[config.mk]
export PLATFORM = sky130hd
export DESIGN_NAME = pixel_stream_controller
export DESIGN_NICKNAME = d
export VERILOG_FILES = /design/src/rtl/pixel_stream_controller.sv
export SDC_FILE = /design/constraint.sdc
export NUM_CORES = 1
export LEC_CHECK = 0
export ABC_CLOCK_PERIOD_IN_PS = 5590
export BUFFER_PORTS_ARGS = -buffer_cell sky130_fd_sc_hd__buf_2
export CORE_ASPECT_RATIO = 1.75
export CORE_MARGIN = 3
export CORE_UTILIZATION = 60
export CTS_BUF_LIST = sky130_fd_sc_hd__clkbuf_2
export CTS_CLUSTER_SIZE = 40
export DETAILED_ROUTE_END_ITERATION = 8
export GPL_TIMING_DRIVEN = 0
export PLACE_DENSITY = 0.85
export RECOVER_POWER = 100
export SLEW_MARGIN = 5
export SYNTH_ARGS = -nofsm -noshare
export SYNTH_HDL_FRONTEND = slang
export SYNTH_SLANG_ARGS = --single-unit
[constraint.sdc]
create_clock -name clk_i -period 5.59 [get_ports clk_i]
set_input_delay 0.2795 -clock clk_i [delete_from_list [all_inputs] [get_ports clk_i]]
set_output_delay 0.2795 -clock clk_i [all_outputs]
set_load 0.02 [all_outputs]
[src/rtl/pixel_stream_controller.sv]
// Streams frames out of a double-buffered frame BRAM as Avalon-ST packets.
// A 2-entry FIFO with read credits absorbs the 1-cycle BRAM latency and sink stalls.
module pixel_stream_controller #(
  parameter int NumPixels     = 76800,
  parameter int NumColourBits = 12,
  parameter int AddrWidth     = 17
) (
  input  logic                     clk_i,
  input  logic                     reset_ni,
  input  logic                     enable_i,
  input  logic                     buf_select_i,
  output logic                     rd_en_o,
  output logic [AddrWidth:0]       rd_addr_o,
  input  logic [NumColourBits-1:0] rd_data_i,
  output logic [NumColourBits-1:0] pixel_o,
  output logic                     valid_o,
  input  logic                     ready_i,
  output logic                     startofpacket_o,
  output logic                     endofpacket_o,
  output logic                     active_buf_o,
  output logic                     frame_done_o
);
  localparam logic [AddrWidth-1:0] LastIdx = AddrWidth'(NumPixels - 1);
  localparam int EntryW = NumColourBits + 2;

  typedef enum logic [1:0] {IDLE, STREAM, FINISH} state_e;

  state_e               state_q, state_d;
  logic [AddrWidth-1:0] idx_q, idx_d;
  logic                 rd_buf_q, rd_buf_d;
  logic                 active_buf_q, active_buf_d;
  logic                 inflight_q, inflight_sop_q, inflight_eop_q;
  logic [EntryW-1:0]    fifo_q [2];
  logic                 wr_ptr_q, rd_ptr_q;
  logic [1:0]           count_q;
  logic [EntryW-1:0]    head;
  logic                 pop, rd_en;
  logic [2:0]           credit_used;

  // FIFO entry layout: {pixel, sop, eop}
  assign head        = fifo_q[rd_ptr_q];
  assign valid_o     = (count_q != 2'd0);
  assign pop         = valid_o & ready_i;
  assign credit_used = {1'b0, count_q} + {2'b00, inflight_q} - {2'b00, pop};

  always_comb begin
    state_d      = state_q;
    idx_d        = idx_q;
    rd_buf_d     = rd_buf_q;
    active_buf_d = active_buf_q;
    rd_en        = 1'b0;
    case (state_q)
      IDLE: begin
        if (enable_i) begin
          state_d      = STREAM;
          idx_d        = '0;
          rd_buf_d     = buf_select_i;
          active_buf_d = buf_select_i;
        end
      end
      STREAM: begin
        rd_en = (credit_used < 3'd2);
        if (rd_en) begin
          if (idx_q == LastIdx) begin
            idx_d    = '0;
            rd_buf_d = buf_select_i;
            if (!enable_i) state_d = FINISH;
          end else begin
            idx_d = idx_q + AddrWidth'(1);
          end
        end
        // rd_buf_q already holds the next frame's buffer once the last read has wrapped
        if (pop && head[0]) active_buf_d = rd_buf_q;
      end
      FINISH: begin
        if (pop && head[0]) state_d = IDLE;
      end
      default: state_d = IDLE;
    endcase
  end

  always_ff @(posedge clk_i or negedge reset_ni) begin
    if (!reset_ni) begin
      state_q        <= IDLE;
      idx_q          <= '0;
      rd_buf_q       <= 1'b0;
      active_buf_q   <= 1'b0;
      inflight_q     <= 1'b0;
      inflight_sop_q <= 1'b0;
      inflight_eop_q <= 1'b0;
      fifo_q[0]      <= '0;
      fifo_q[1]      <= '0;
      wr_ptr_q       <= 1'b0;
      rd_ptr_q       <= 1'b0;
      count_q        <= 2'd0;
    end else begin
      state_q        <= state_d;
      idx_q          <= idx_d;
      rd_buf_q       <= rd_buf_d;
      active_buf_q   <= active_buf_d;
      inflight_q     <= rd_en;
      inflight_sop_q <= rd_en & (idx_q == '0);
      inflight_eop_q <= rd_en & (idx_q == LastIdx);
      if (inflight_q) begin
        fifo_q[wr_ptr_q] <= {rd_data_i, inflight_sop_q, inflight_eop_q};
        wr_ptr_q         <= ~wr_ptr_q;
      end
      if (pop) rd_ptr_q <= ~rd_ptr_q;
      count_q <= count_q + {1'b0, inflight_q} - {1'b0, pop};
    end
  end

  assign rd_en_o         = rd_en;
  assign rd_addr_o       = rd_en ? {rd_buf_q, idx_q} : '0;
  assign pixel_o         = valid_o ? head[EntryW-1:2] : '0;
  assign startofpacket_o = valid_o & head[1];
  assign endofpacket_o   = valid_o & head[0];
  assign active_buf_o    = active_buf_q;
  assign frame_done_o    = pop & head[0];
endmodule

==> impl_metrics.env, run 1 <==
export IMPL_hold_viol=0
export IMPL_setup_viol=0
export IMPL_gr_total_overflow=0
export IMPL_final_util_pct=68.7
export IMPL_cp_data_required_time_ps=5310
export IMPL_cts_sinks=56
export IMPL_groute_usage_overall_pct=22.6
export IMPL_syn_num_nets=296
export IMPL_cts_tree="done"
export IMPL_grt_pass1_wl_mm=10.2
export IMPL_post_route_period_util_pct=71.5
export IMPL_place_congestion=0.939
export IMPL_placed_cell_area_sq_mm=0.00325
export IMPL_r2r_slack_ps=2120
export IMPL_grt_pass1_vias=2298
export IMPL_cts_made_buffers=5
export IMPL_peakVddDrop_mv=0.412
export IMPL_drtPass1Iterations=4
export IMPL_antenna_found_initial=0
export IMPL_hp_class="primary input to register"
export IMPL_p_leak_nw=1.50
export IMPL_core_sq_mm=0.00471
export IMPL_h_tree_depth=2
export IMPL_r2r_start="count_q[1]"
export IMPL_synthTopCellsByCount="dfrtp_1 (56), nor2_1 (34), mux2_2 (28)"
export IMPL_synth_largest_area_cell="dfrtp_1"
export IMPL_die_w_um=58.8
export IMPL_dp_cells=378
export IMPL_setup_worst_path_start="count_q[1]"
export IMPL_yosysWarnings=0
export IMPL_synthTopCellsByArea="dfrtp_1 (48%), mux2_2 (11%), mux2i_1 (5.5%), nor2_1 (4.4%), and2_1 (2.1%)"
export IMPL_p_int_mw=0.894
export IMPL_io_pins=53
export IMPL_netlist_cell_type_count=52
export IMPL_power_share_clock_pct=9.5
export IMPL_start_util_pct=62.2
export IMPL_criticalPathCategory="register to primary output"
export IMPL_endpoint_kind="primary output"
export IMPL_rsz0062_at_grt="false"
export IMPL_cts_clk_slew_worst_paths_ps=280
export IMPL_synth_seq_cells=56
export IMPL_power_switching_mw=0.815
export IMPL_postCtsResizedCells=0
export IMPL_multiInputGateArea_sq_mm=0.00137
export IMPL_r2r_cells=12
export IMPL_drive_gt1_share_pct=21.5
export IMPL_vias_per_cell=5.86
export IMPL_syn_area_sq_mm=0.00293
export IMPL_finalClockSkew_ps=14.5
export IMPL_synth_seq_area_share_pct=47.8
export IMPL_fin_cells=387
export IMPL_wl_mm=6.19
export IMPL_drc=0
export IMPL_syn_avg_cell_area_sq_um=10.7
export IMPL_wl_per_cell_um=16.0
export IMPL_holdWs_ps=41.2
export IMPL_fin_area_sq_mm=0.00323
export IMPL_slew_viol_final=57
export IMPL_p_sw_share_pct=47.7
export IMPL_fp_dieH_um=98.4
export IMPL_fmax_mhz=250
export IMPL_arrival_ps=3720
export IMPL_synthArstFlopShare_pct=100
export IMPL_synth_top_area_share_pct=47.8
export IMPL_crit_fanout=11
export IMPL_violations="capacitance limit, slew limit"
export IMPL_first_iter_violations=58
export IMPL_postRouteAntennaNets=0
export IMPL_nets=356
export IMPL_report_power_total_mw=1.71
export IMPL_place_ws_ps=2240
export IMPL_powerDensity_mw_per_mm2=529
export IMPL_synth_edf_count=0
export IMPL_maxSlewHeadroom_pct=-94.9
export IMPL_yosysMostFrequentCell="dfrtp_1"
export IMPL_p_seq_share_pct=36.6
export IMPL_n_antenna_cell=0
export IMPL_synthToLayoutAreaGrowth_pct=10.4
export IMPL_fill_cells=397
export IMPL_crit_path_start_kind="register"
export IMPL_clkLatencyLatePin_ps=430
export IMPL_status="finished, violations left"
export IMPL_register_area_sq_mm=0.00140
export IMPL_endpoint="rd_addr_o[13]"
export IMPL_io_buffers=52
export IMPL_synth_flop_cell="dfrtp_1"
export IMPL_drv_cap=1
export IMPL_grt_max_degree=57
export IMPL_die_area_sq_mm=0.00579
export IMPL_period_minus_slack_ps=4000
export IMPL_comb_power_share_pct=54.0
export IMPL_r2r_end="idx_q[13]"
export IMPL_worstMarginPinSlew_ps=2920
export IMPL_clk_path_buf_depth=2
export IMPL_cts_root_buf="clkbuf_2"
export IMPL_dp_hpwl_mm=4.71
export IMPL_rows=33
export IMPL_via_count=2267
export IMPL_synth_cells=274
export IMPL_setup_tns_ps=0
export IMPL_layout_setup_ws_ps=1590
[power groups by stage]
stage	registers, mW	clock network (mW)	logic (mW)
floorplan	0.613	0	0.735
global placement	0.626	0	0.987
detailed placement	0.638	0	1.01
CTS	0.627	0.169	1.01
global route	0.642	0.184	1.02
finish	0.625	0.162	0.923
[worst min-delay path by stage]
stage,to,cells past startpoint,from
floorplan,active_buf_o,0,reset_ni
global placement,wr_ptr_q,1,wr_ptr_q
detailed placement,wr_ptr_q,1,wr_ptr_q
CTS,state_q[1],2,enable_i
global route,fifo_q[24],2,rd_data_i[8]
finish,state_q[1],2,enable_i
[layer usage]
layer,wire [um],track usage [%]
met4,189,10.3
met3,311,3.28
met1,2300,25.0
met2,3400,40.7
met5,0,0
[flip-flops by register name, summed over array words and instances, names as in the netlist]
signal / flops
idx_q: 17
fifo_q: 28
rd_buf_q: 1
state_q: 2
wr_ptr_q: 1
rd_ptr_q: 1
active_buf_o: 1
inflight_q: 1
count_q: 2
inflight_sop_q: 1
inflight_eop_q: 1
[cells by family after synthesis]
kind of cell,Yosys count,synth area share [%]
simple gates,98,18.8
mux,45,16.6
buf+inv,28,3.97
xor+xnor,6,2.05
flops,56,47.8
compound gates,36,8.29
fa+ha+maj,5,2.39
[area by class of cell]
| type | count | share of cell area, % |
|---|---|---|
| Clock buffer | 5 | 0.774 |
| Sequential cell | 56 | 43.3 |
| Tap cell | 52 | 2.01 |
| Clock inverter | 3 | 0.697 |
| Inverter | 15 | 1.74 |
| Multi-Input combinational cell | 190 | 42.5 |
| Buffer | 13 | 1.70 |
| Timing Repair Buffer | 53 | 7.24 |
[worst max-delay path: stages (launching register included)]
cell and delay (ps):
dfrtp_1 500, o21ai_0 340, inv_1 80, ha_1 280
inv_1 50, ha_1 130, inv_1 50, fa_1 370
xnor2_1 290, nand3_1 250, inv_1 150, clkbuf_1 370
and2_1 190, clkbuf_1 250
[placed cells by master (no fill, tap or decap), types with 2 or more instances in the layout]
cell type and count:
nand2b_1 2, o21ai_0 12, a21oi_1 6, clkbuf_2 5
nand3_1 9, xor2_1 4, xnor2_1 2, clkbuf_1 39
ha_1 4, nand2_1 13, o21ai_1 2, o31ai_1 6
buf_2 25, dfrtp_1 56, nor3_1 3, and4_1 3
and2_0 8, and2_1 2, nand4_1 2, o41ai_1 2
or3_1 5, mux2i_1 16, nor4_1 3, a31oi_1 2
mux2_2 28, nor2_1 35, inv_1 15
[what timing repair did]
| action | CTS | global route |
|---|---|---|
| hold buffers | 0 | 1 |
| endpoints found under the setup margin | 0 | 0 |
| buffers inserted | 0 | 0 |
| hold endpoints to repair | 0 | 56 |
Note: power is estimated with default switching activity, not from simulation.
==> run 2: changes to the inputs <==
ABC_AREA = 1   (was not set)
ABC_CLOCK_PERIOD_IN_PS = 3800   (was 5590)
CORE_UTILIZATION = 58   (was 60)
PLACE_DENSITY = 0.82   (was 0.85)
clock period = 3.8 ns   (was 5.59 ns; I/O delays follow)
==> run 2 against run 1 <==
The flow still finishes with violations (capacitance limit, slew limit). Combinational power is 39% higher. Cell count is 42% higher. Total power is 43% higher. Register-to-register slack worse by 1700 ps. Worst hold slack better by 26 ps. Sequential share of layout area is 3.9 points lower. Routed wire length is 26% higher. Non-clock buffer count is 14 higher.
==> impl_metrics.env, run 2 <==
export IMPL_status="finished, violations left"
export IMPL_violations="capacitance limit, slew limit"
export IMPL_cp_data_required_time_ps=3610
export IMPL_io_buffers=52
export IMPL_final_common_cell="nand2_1"
export IMPL_r2r_cells=12
export IMPL_period_minus_slack_ps=3520
export IMPL_dp_cells=527
export IMPL_crit_fanout=10
export IMPL_groute_usage_overall_pct=26.3
export IMPL_synthToLayoutAreaGrowth_pct=14.5
export IMPL_cts_root_buf="clkbuf_2"
export IMPL_maxSlewHeadroom_pct=-97.4
export IMPL_synth_seq_area_share_pct=45.1
export IMPL_yosysWarnings=0
export IMPL_hp_class="primary input to register"
export IMPL_grt_pass1_wl_mm=12.5
export IMPL_wl_mm=7.79
export IMPL_synthTopCellsByArea="dfrtp_1 (45%), nand2_1 (15%), o21ai_0 (6.9%), inv_1 (6.4%), nor2_1 (5.7%)"
export IMPL_endpoint_kind="primary output"
export IMPL_finalClockSkew_ps=15.8
export IMPL_syn_area_sq_mm=0.00310
export IMPL_antenna_found_initial=0
export IMPL_hold_depth=4
export IMPL_start_util_pct=61.3
export IMPL_yosysMostFrequentCell="nand2_1"
export IMPL_drtPass1Iterations=5
export IMPL_r2r_start="count_q[1]"
export IMPL_place_congestion=0.983
export IMPL_rows=34
export IMPL_via_count=3002
export IMPL_arrival_ps=3330
export IMPL_cts_clk_slew_worst_paths_ps=270
export IMPL_worstMarginPinSlew_ps=2960
export IMPL_p_leak_nw=1.74
export IMPL_synth_cells=421
export IMPL_setup_viol=0
export IMPL_postRouteAntennaNets=0
export IMPL_syn_num_nets=443
export IMPL_synthTopCellsByCount="nand2_1 (128), dfrtp_1 (56), inv_1 (53)"
export IMPL_fmax_mhz=284
export IMPL_peakVddDrop_mv=0.345
export IMPL_clk_path_buf_depth=2
export IMPL_post_route_period_util_pct=92.7
export IMPL_drc=0
export IMPL_gr_total_overflow=0
export IMPL_routed_top_layer="met4"
export IMPL_dp_hpwl_mm=5.81
export IMPL_io_pins=53
export IMPL_grt_pass1_vias=2935
export IMPL_hold_end="rd_ptr_q"
export IMPL_met2_length_mm=4.33
export IMPL_slew_viol_final=57
export IMPL_synth_largest_area_cell="dfrtp_1"
export IMPL_synth_flop_cell="dfrtp_1"
export IMPL_h_tree_depth=2
export IMPL_core_sq_mm=0.00506
export IMPL_rsz0062_at_grt="false"
export IMPL_final_cell_mix="nand2_1 (129), dfrtp_1 (56), inv_1 (53)"
export IMPL_r2r_slack_ps=410
export IMPL_first_iter_violations=185
export IMPL_drv_cap=1
export IMPL_synth_seq_cells=56
export IMPL_reg_top3="fifo_q x28, idx_q x17"
export IMPL_hold_start="ready_i"
export IMPL_die_area_sq_mm=0.00630
export IMPL_criticalPathCategory="register to primary output"
export IMPL_hold_viol=0
export IMPL_wl_met3_um=337
export IMPL_drive_gt1_share_pct=11.5
export IMPL_clkLatencyLatePin_ps=470
export IMPL_fin_cells=550
export IMPL_synth_edf_count=0
export IMPL_die_w_um=61.3
export IMPL_syn_avg_cell_area_sq_um=7.37
export IMPL_cts_setup_buffers=0
export IMPL_grt_max_degree=57
export IMPL_largest_register_ffs=28
export IMPL_largest_register="fifo_q"
export IMPL_r2r_end="idx_q[4]"
export IMPL_cts_tree="done"
export IMPL_synth_top_area_share_pct=45.1
export IMPL_setup_tns_ps=0
export IMPL_fp_dieH_um=103
export IMPL_powerDensity_mw_per_mm2=686
export IMPL_vias_per_cell=5.46
export IMPL_synthArstFlopShare_pct=100
export IMPL_cts_made_buffers=5
export IMPL_cts_sinks=56
export IMPL_wl_per_cell_um=14.2
export IMPL_nets=517
export IMPL_drt_met1_wl_mm=2.81
export IMPL_netlist_cell_type_count=31
export IMPL_crit_path_start_kind="register"
export IMPL_n_antenna_cell=0
run 2: changes by cell type after synthesis, sizes merged, moves of 16 or more:
cell,previous run,this run
mux2i,16,0
o21ai,15,49
nor2,36,55
inv,15,58
mux2,29,0
nand2,13,130
run 2: critical path: stages, from the launching register on:
cell      delay (ps)
dfrtp_1          500
nor2_2           280
nor2_1           140
ha_1             300
inv_1             70
ha_1             150
inv_1             50
fa_1             560
nand3_4          120
nor2_4           120
inv_2            110
buf_6            160
nor2_1            80
clkbuf_1         240
run 2: repair_timing:
action | in CTS | in global routing
gates resized for setup | 0 | 0
hold endpoints to repair | 82 | 0
hold buffers | 15 | 0
run 2: worst max path at each step:
stage               start       endpoint  slack, ps  cells after the start
3_5_place_dp   count_q[1]  rd_addr_o[10]        800                     13
4_1_cts        count_q[1]  rd_addr_o[10]        240                     13
3_3_place_gp   count_q[1]  rd_addr_o[16]        930                     13
2_1_floorplan  count_q[1]  rd_addr_o[10]       1050                     12
6_report       count_q[1]   rd_addr_o[8]        280                     13
5_1_grt        count_q[1]   rd_addr_o[8]         40                     13
run 2: where the power goes:
| part | switching, mW | total, mW | internal [mW] | leakage, nW |
|---|---|---|---|---|
| Sequential | 0.122 | 0.916 | 0.794 | 0.720 |
| Clock | 0.196 | 0.245 | 0.0488 | 0.0333 |
| Combinational | 0.898 | 1.28 | 0.379 | 0.988 |
run 2: cell families (layout without fill, tap and decap cells):
logic type,after synthesis,in the layout,synth area share [%]
AOI/OAI and AO/OA,63,63,10.8
xor gates and xnor gates,1,1,0.282
adders and majority gates,5,5,2.26
buffers and inverters,71,146,9.55
DFF,56,56,45.1
and+or+nand+nor,225,225,32.0
run 2: cell type report:
type,count,area (sq um)
Multi-Input combinational cell,294,1380
Clock inverter,3,22.5
Inverter,58,218
Timing Repair Buffer,67,375
Tap cell,54,67.6
Fill cell,473,1510
Buffer,13,63.8
Sequential cell,56,1400
Clock buffer,5,25.0
run 2: layer usage:
| layer | track usage [%] | up-vias |
|---|---|---|
| met3 | 3.13 | 26 |
| met2 | 49.1 | 107 |
| met1 | 26.9 | 1396 |
| met5 | 0 | - |
| li1 | - | 1473 |
| met4 | 14.4 | 0 |
run 2: through the flow:
stage	setup WS (ps)	hold WS, ps	util [%]	instance area [sq um]	total power [mW]
floorplan	1050	-106	-	3100	1.88
detailed placement	797	437	67.8	3430	2.29
CTS	237	56.2	71.7	3630	2.54
global placement	931	437	67.8	3430	2.24
finish	276	67.4	70.2	3550	2.44
global route	38.6	25.7	70.2	3550	2.65
==> run 3: changes to the inputs <==
--- a/config.mk
+++ b/config.mk
@@ -7,14 +7,15 @@
 export LEC_CHECK = 0
 export ABC_AREA = 1
-export ABC_CLOCK_PERIOD_IN_PS = 3800
+export ABC_CLOCK_PERIOD_IN_PS = 3000
 export BUFFER_PORTS_ARGS = -buffer_cell sky130_fd_sc_hd__buf_2
 export CORE_ASPECT_RATIO = 1.75
 export CORE_MARGIN = 3
-export CORE_UTILIZATION = 58
+export CORE_UTILIZATION = 53
 export CTS_BUF_LIST = sky130_fd_sc_hd__clkbuf_2
 export CTS_CLUSTER_SIZE = 40
 export DETAILED_ROUTE_END_ITERATION = 8
+export GPL_ROUTABILITY_DRIVEN = 0
 export GPL_TIMING_DRIVEN = 0
-export PLACE_DENSITY = 0.82
+export PLACE_DENSITY = 0.79
 export RECOVER_POWER = 100
 export SLEW_MARGIN = 5
==> constraint.sdc (replaced) <==
create_clock -name clk_i -period 3 [get_ports clk_i]
set_input_delay 0.15 -clock clk_i [delete_from_list [all_inputs] [get_ports clk_i]]
set_output_delay 0.15 -clock clk_i [all_outputs]
set_load 0.005 [all_outputs]
==> run 3 against run 2 <==
The flow now finishes without violations. Routed wire length is 6.4% higher. Clock-buffer cell count stayed put. Total power is 38% higher. Largest cell class is now multi-input gates. Largest power group unchanged. Highest routed layer unchanged.
==> impl_metrics.env, run 3 (same netlist as run 2, synthesis figures left out) <==
export IMPL_routed_top_layer="met4"
export IMPL_grt_pass1_vias=3054
export IMPL_crit_path_start_kind="register"
export IMPL_drc=0
export IMPL_h_tree_depth=2
export IMPL_place_ws_ps=119
export IMPL_crit_path_cell_trace="nor2_4 -> nor2_4 -> ha_4 -> inv_2 -> ha_4 -> inv_2 -> fa_2 -> nand3_4 -> nor2_4 -> clkinv_4 -> buf_16 -> nor2_4 -> buf_2"
export IMPL_io_buffers=52
export IMPL_timing_critical_path_max_delay_family="adder cells"
export IMPL_fill_cells=476
export IMPL_final_util_pct=69.6
export IMPL_nets=530
export IMPL_cp_slowest_cell="fa_2"
export IMPL_via_count=3102
export IMPL_gr_total_overflow=0
export IMPL_first_iter_violations=164
export IMPL_drive_gt1_share_pct=24.4
export IMPL_report_power_total_mw=3.36
export IMPL_fin_area_sq_mm=0.00392
export IMPL_post_route_period_util_pct=99.9
export IMPL_wl_per_cell_um=14.2
export IMPL_drt_met1_wl_mm=2.97
export IMPL_wl_mm=8.29
export IMPL_antenna_found_initial=0
export IMPL_cts_root_buf="clkbuf_2"
export IMPL_fmax_mhz=334
export IMPL_n_antenna_cell=0
export IMPL_finalClockSkew_ps=13.1
export IMPL_hold_viol=0
export IMPL_final_common_cell="nand2_1"
export IMPL_p_sw_share_pct=45.5
export IMPL_powerDensity_mw_per_mm2=859
export IMPL_cts_clk_slew_worst_paths_ps=280
export IMPL_die_w_um=63.9
export IMPL_fin_cells=585
export IMPL_arrival_ps=2850
export IMPL_grt_pass1_wl_mm=13.4
export IMPL_period_minus_slack_ps=3000
export IMPL_multiInputGateArea_sq_mm=0.00153
export IMPL_synthToLayoutAreaGrowth_pct=26.2
export IMPL_r2r_cells=14
export IMPL_drv_cap=0
export IMPL_peakVddDrop_mv=0.655
export IMPL_dp_cells=549
export IMPL_drtPass1Iterations=5
export IMPL_hold_depth=4
export IMPL_status="finished, final reports clean"
export IMPL_largest_register_ffs=28
export IMPL_rsz0062_at_grt="true"
export IMPL_p_leak_nw=1.94
export IMPL_groute_usage_overall_pct=25.2
export IMPL_power_switching_mw=1.53
export IMPL_met2_length_mm=4.52
export IMPL_cts_tree="done"
export IMPL_comb_power_share_pct=56.1
export IMPL_grt_max_degree=57
export IMPL_layout_setup_ws_ps=3.35
export IMPL_cpPeakStageDelay_ps=550
export IMPL_setup_viol=0
export IMPL_worstMarginPinSlew_ps=1380
export IMPL_p_int_mw=1.83
export IMPL_maxSlewHeadroom_pct=7.74
export IMPL_reg_top3="fifo_q x28, idx_q x17"
export IMPL_cp_depth=13
export IMPL_rows=36
export IMPL_cts_made_buffers=5
export IMPL_power_share_clock_pct=9.4
export IMPL_final_cell_mix="nand2_1 (128), dfrtp_1 (55), buf_2 (53)"
export IMPL_fp_dieH_um=107
export IMPL_cts_sinks=56
export IMPL_wl_met3_um=374
export IMPL_io_pins=53
export IMPL_criticalPathCategory="register to primary output"
export IMPL_dp_hpwl_mm=5.77
export IMPL_placed_cell_area_sq_mm=0.00346
export IMPL_vias_per_cell=5.30
export IMPL_die_area_sq_mm=0.00685
export IMPL_start_util_pct=55.1
export IMPL_endpoint_kind="primary output"
export IMPL_largest_register="fifo_q"
export IMPL_clkLatencyLatePin_ps=480
export IMPL_hp_class="primary input to register"
export IMPL_cp_data_required_time_ps=2850
export IMPL_critical_path_top_cell_by_count="nor2_4"
export IMPL_slew_viol_final=0
export IMPL_core_sq_mm=0.00563
export IMPL_register_area_sq_mm=0.00140
export IMPL_clk_path_buf_depth=2
export IMPL_postRouteAntennaNets=0
export IMPL_p_seq_share_pct=34.5
export IMPL_path_buf_inv=5
export IMPL_crit_fanout=6
run 3: cell types whose count changed in the layout (fill, tap and decap cells not counted), moves of 3 or more:
cell,before,now
buf_2,15,53
clkbuf_1,36,5
nor2_1,47,32
nor2_4,4,16
buf_4,1,11
clkbuf_2,17,7
nor2_2,4,7
run 3: repair_timing:
action | 4_1_cts | 5_1_grt
gates cloned | 1 | 0
pin swaps | 8 | 7
hold endpoints to repair | 84 | 0
resized for setup | 18 | 21
setup buffers | 8 | 3
hold buffers | 16 | 0
setup endpoints to repair | 19 | 18
run 3: worst reg2reg max path, cell delays in order (launching register included):
cell	delay, ps
dfrtp_1	480
nor2_4	150
nor2_4	50
ha_4	210
inv_2	60
ha_4	120
inv_2	30
fa_2	550
nand3_4	90
buf_4	160
nand2_1	120
nand2_1	220
o21ai_0	250
nand2_1	80
nor2_1	100
run 3: path summary, 6_finish.rpt:
path	start	endpoint	slack, ps
setup / recovery	count_q[0]	rd_addr_o[14]	3
hold / removal	enable_i	state_q[0]	430
setup reg to reg	count_q[0]	idx_q[7]	320
hold reg to reg	fifo_q[6]	fifo_q[6]	530
max in group asynchronous	reset_ni	count_q[1]	1640
min in group asynchronous	reset_ni	rd_ptr_q	480
run 3: layout make-up:
cell class                 count  share of cell area (%)
multi-input combinational    294                    39.1
sequential                    56                    35.8
timing repair buffer          80                    13.6
inverter                      58                    5.69
tap                           76                    2.43
buffer                        13                    2.11
clock buffer                   5                   0.639
clock inverter                 3                   0.575
run 3: metrics by stage:
step | setup TNS (ps) | hold slack [ps]
global placement | 0 | 394
global route | -1520 | 392
CTS | -909 | 397
finish | 0 | 431
detailed placement | 0 | 413
floorplan | 0 | -146
run 3: per-layer routing:
| layer | global-route usage, % | up-vias |
|---|---|---|
| met4 | 15.8 | 0 |
| li1 | - | 1493 |
| met2 | 48.6 | 122 |
| met5 | 0 | - |
| met1 | 23.8 | 1449 |
| met3 | 3.56 | 38 |
run 3: power by group through the flow:
stage / clock, mW / combinational, mW / sequential [mW]
6_report: 0.317 / 1.89 / 1.16
5_1_grt: 0.365 / 2.08 / 1.20
4_1_cts: 0.338 / 1.79 / 1.16
3_5_place_dp: 0 / 1.53 / 1.17
3_3_place_gp: 0 / 1.47 / 1.16
2_1_floorplan: 0 / 1.05 / 1.14
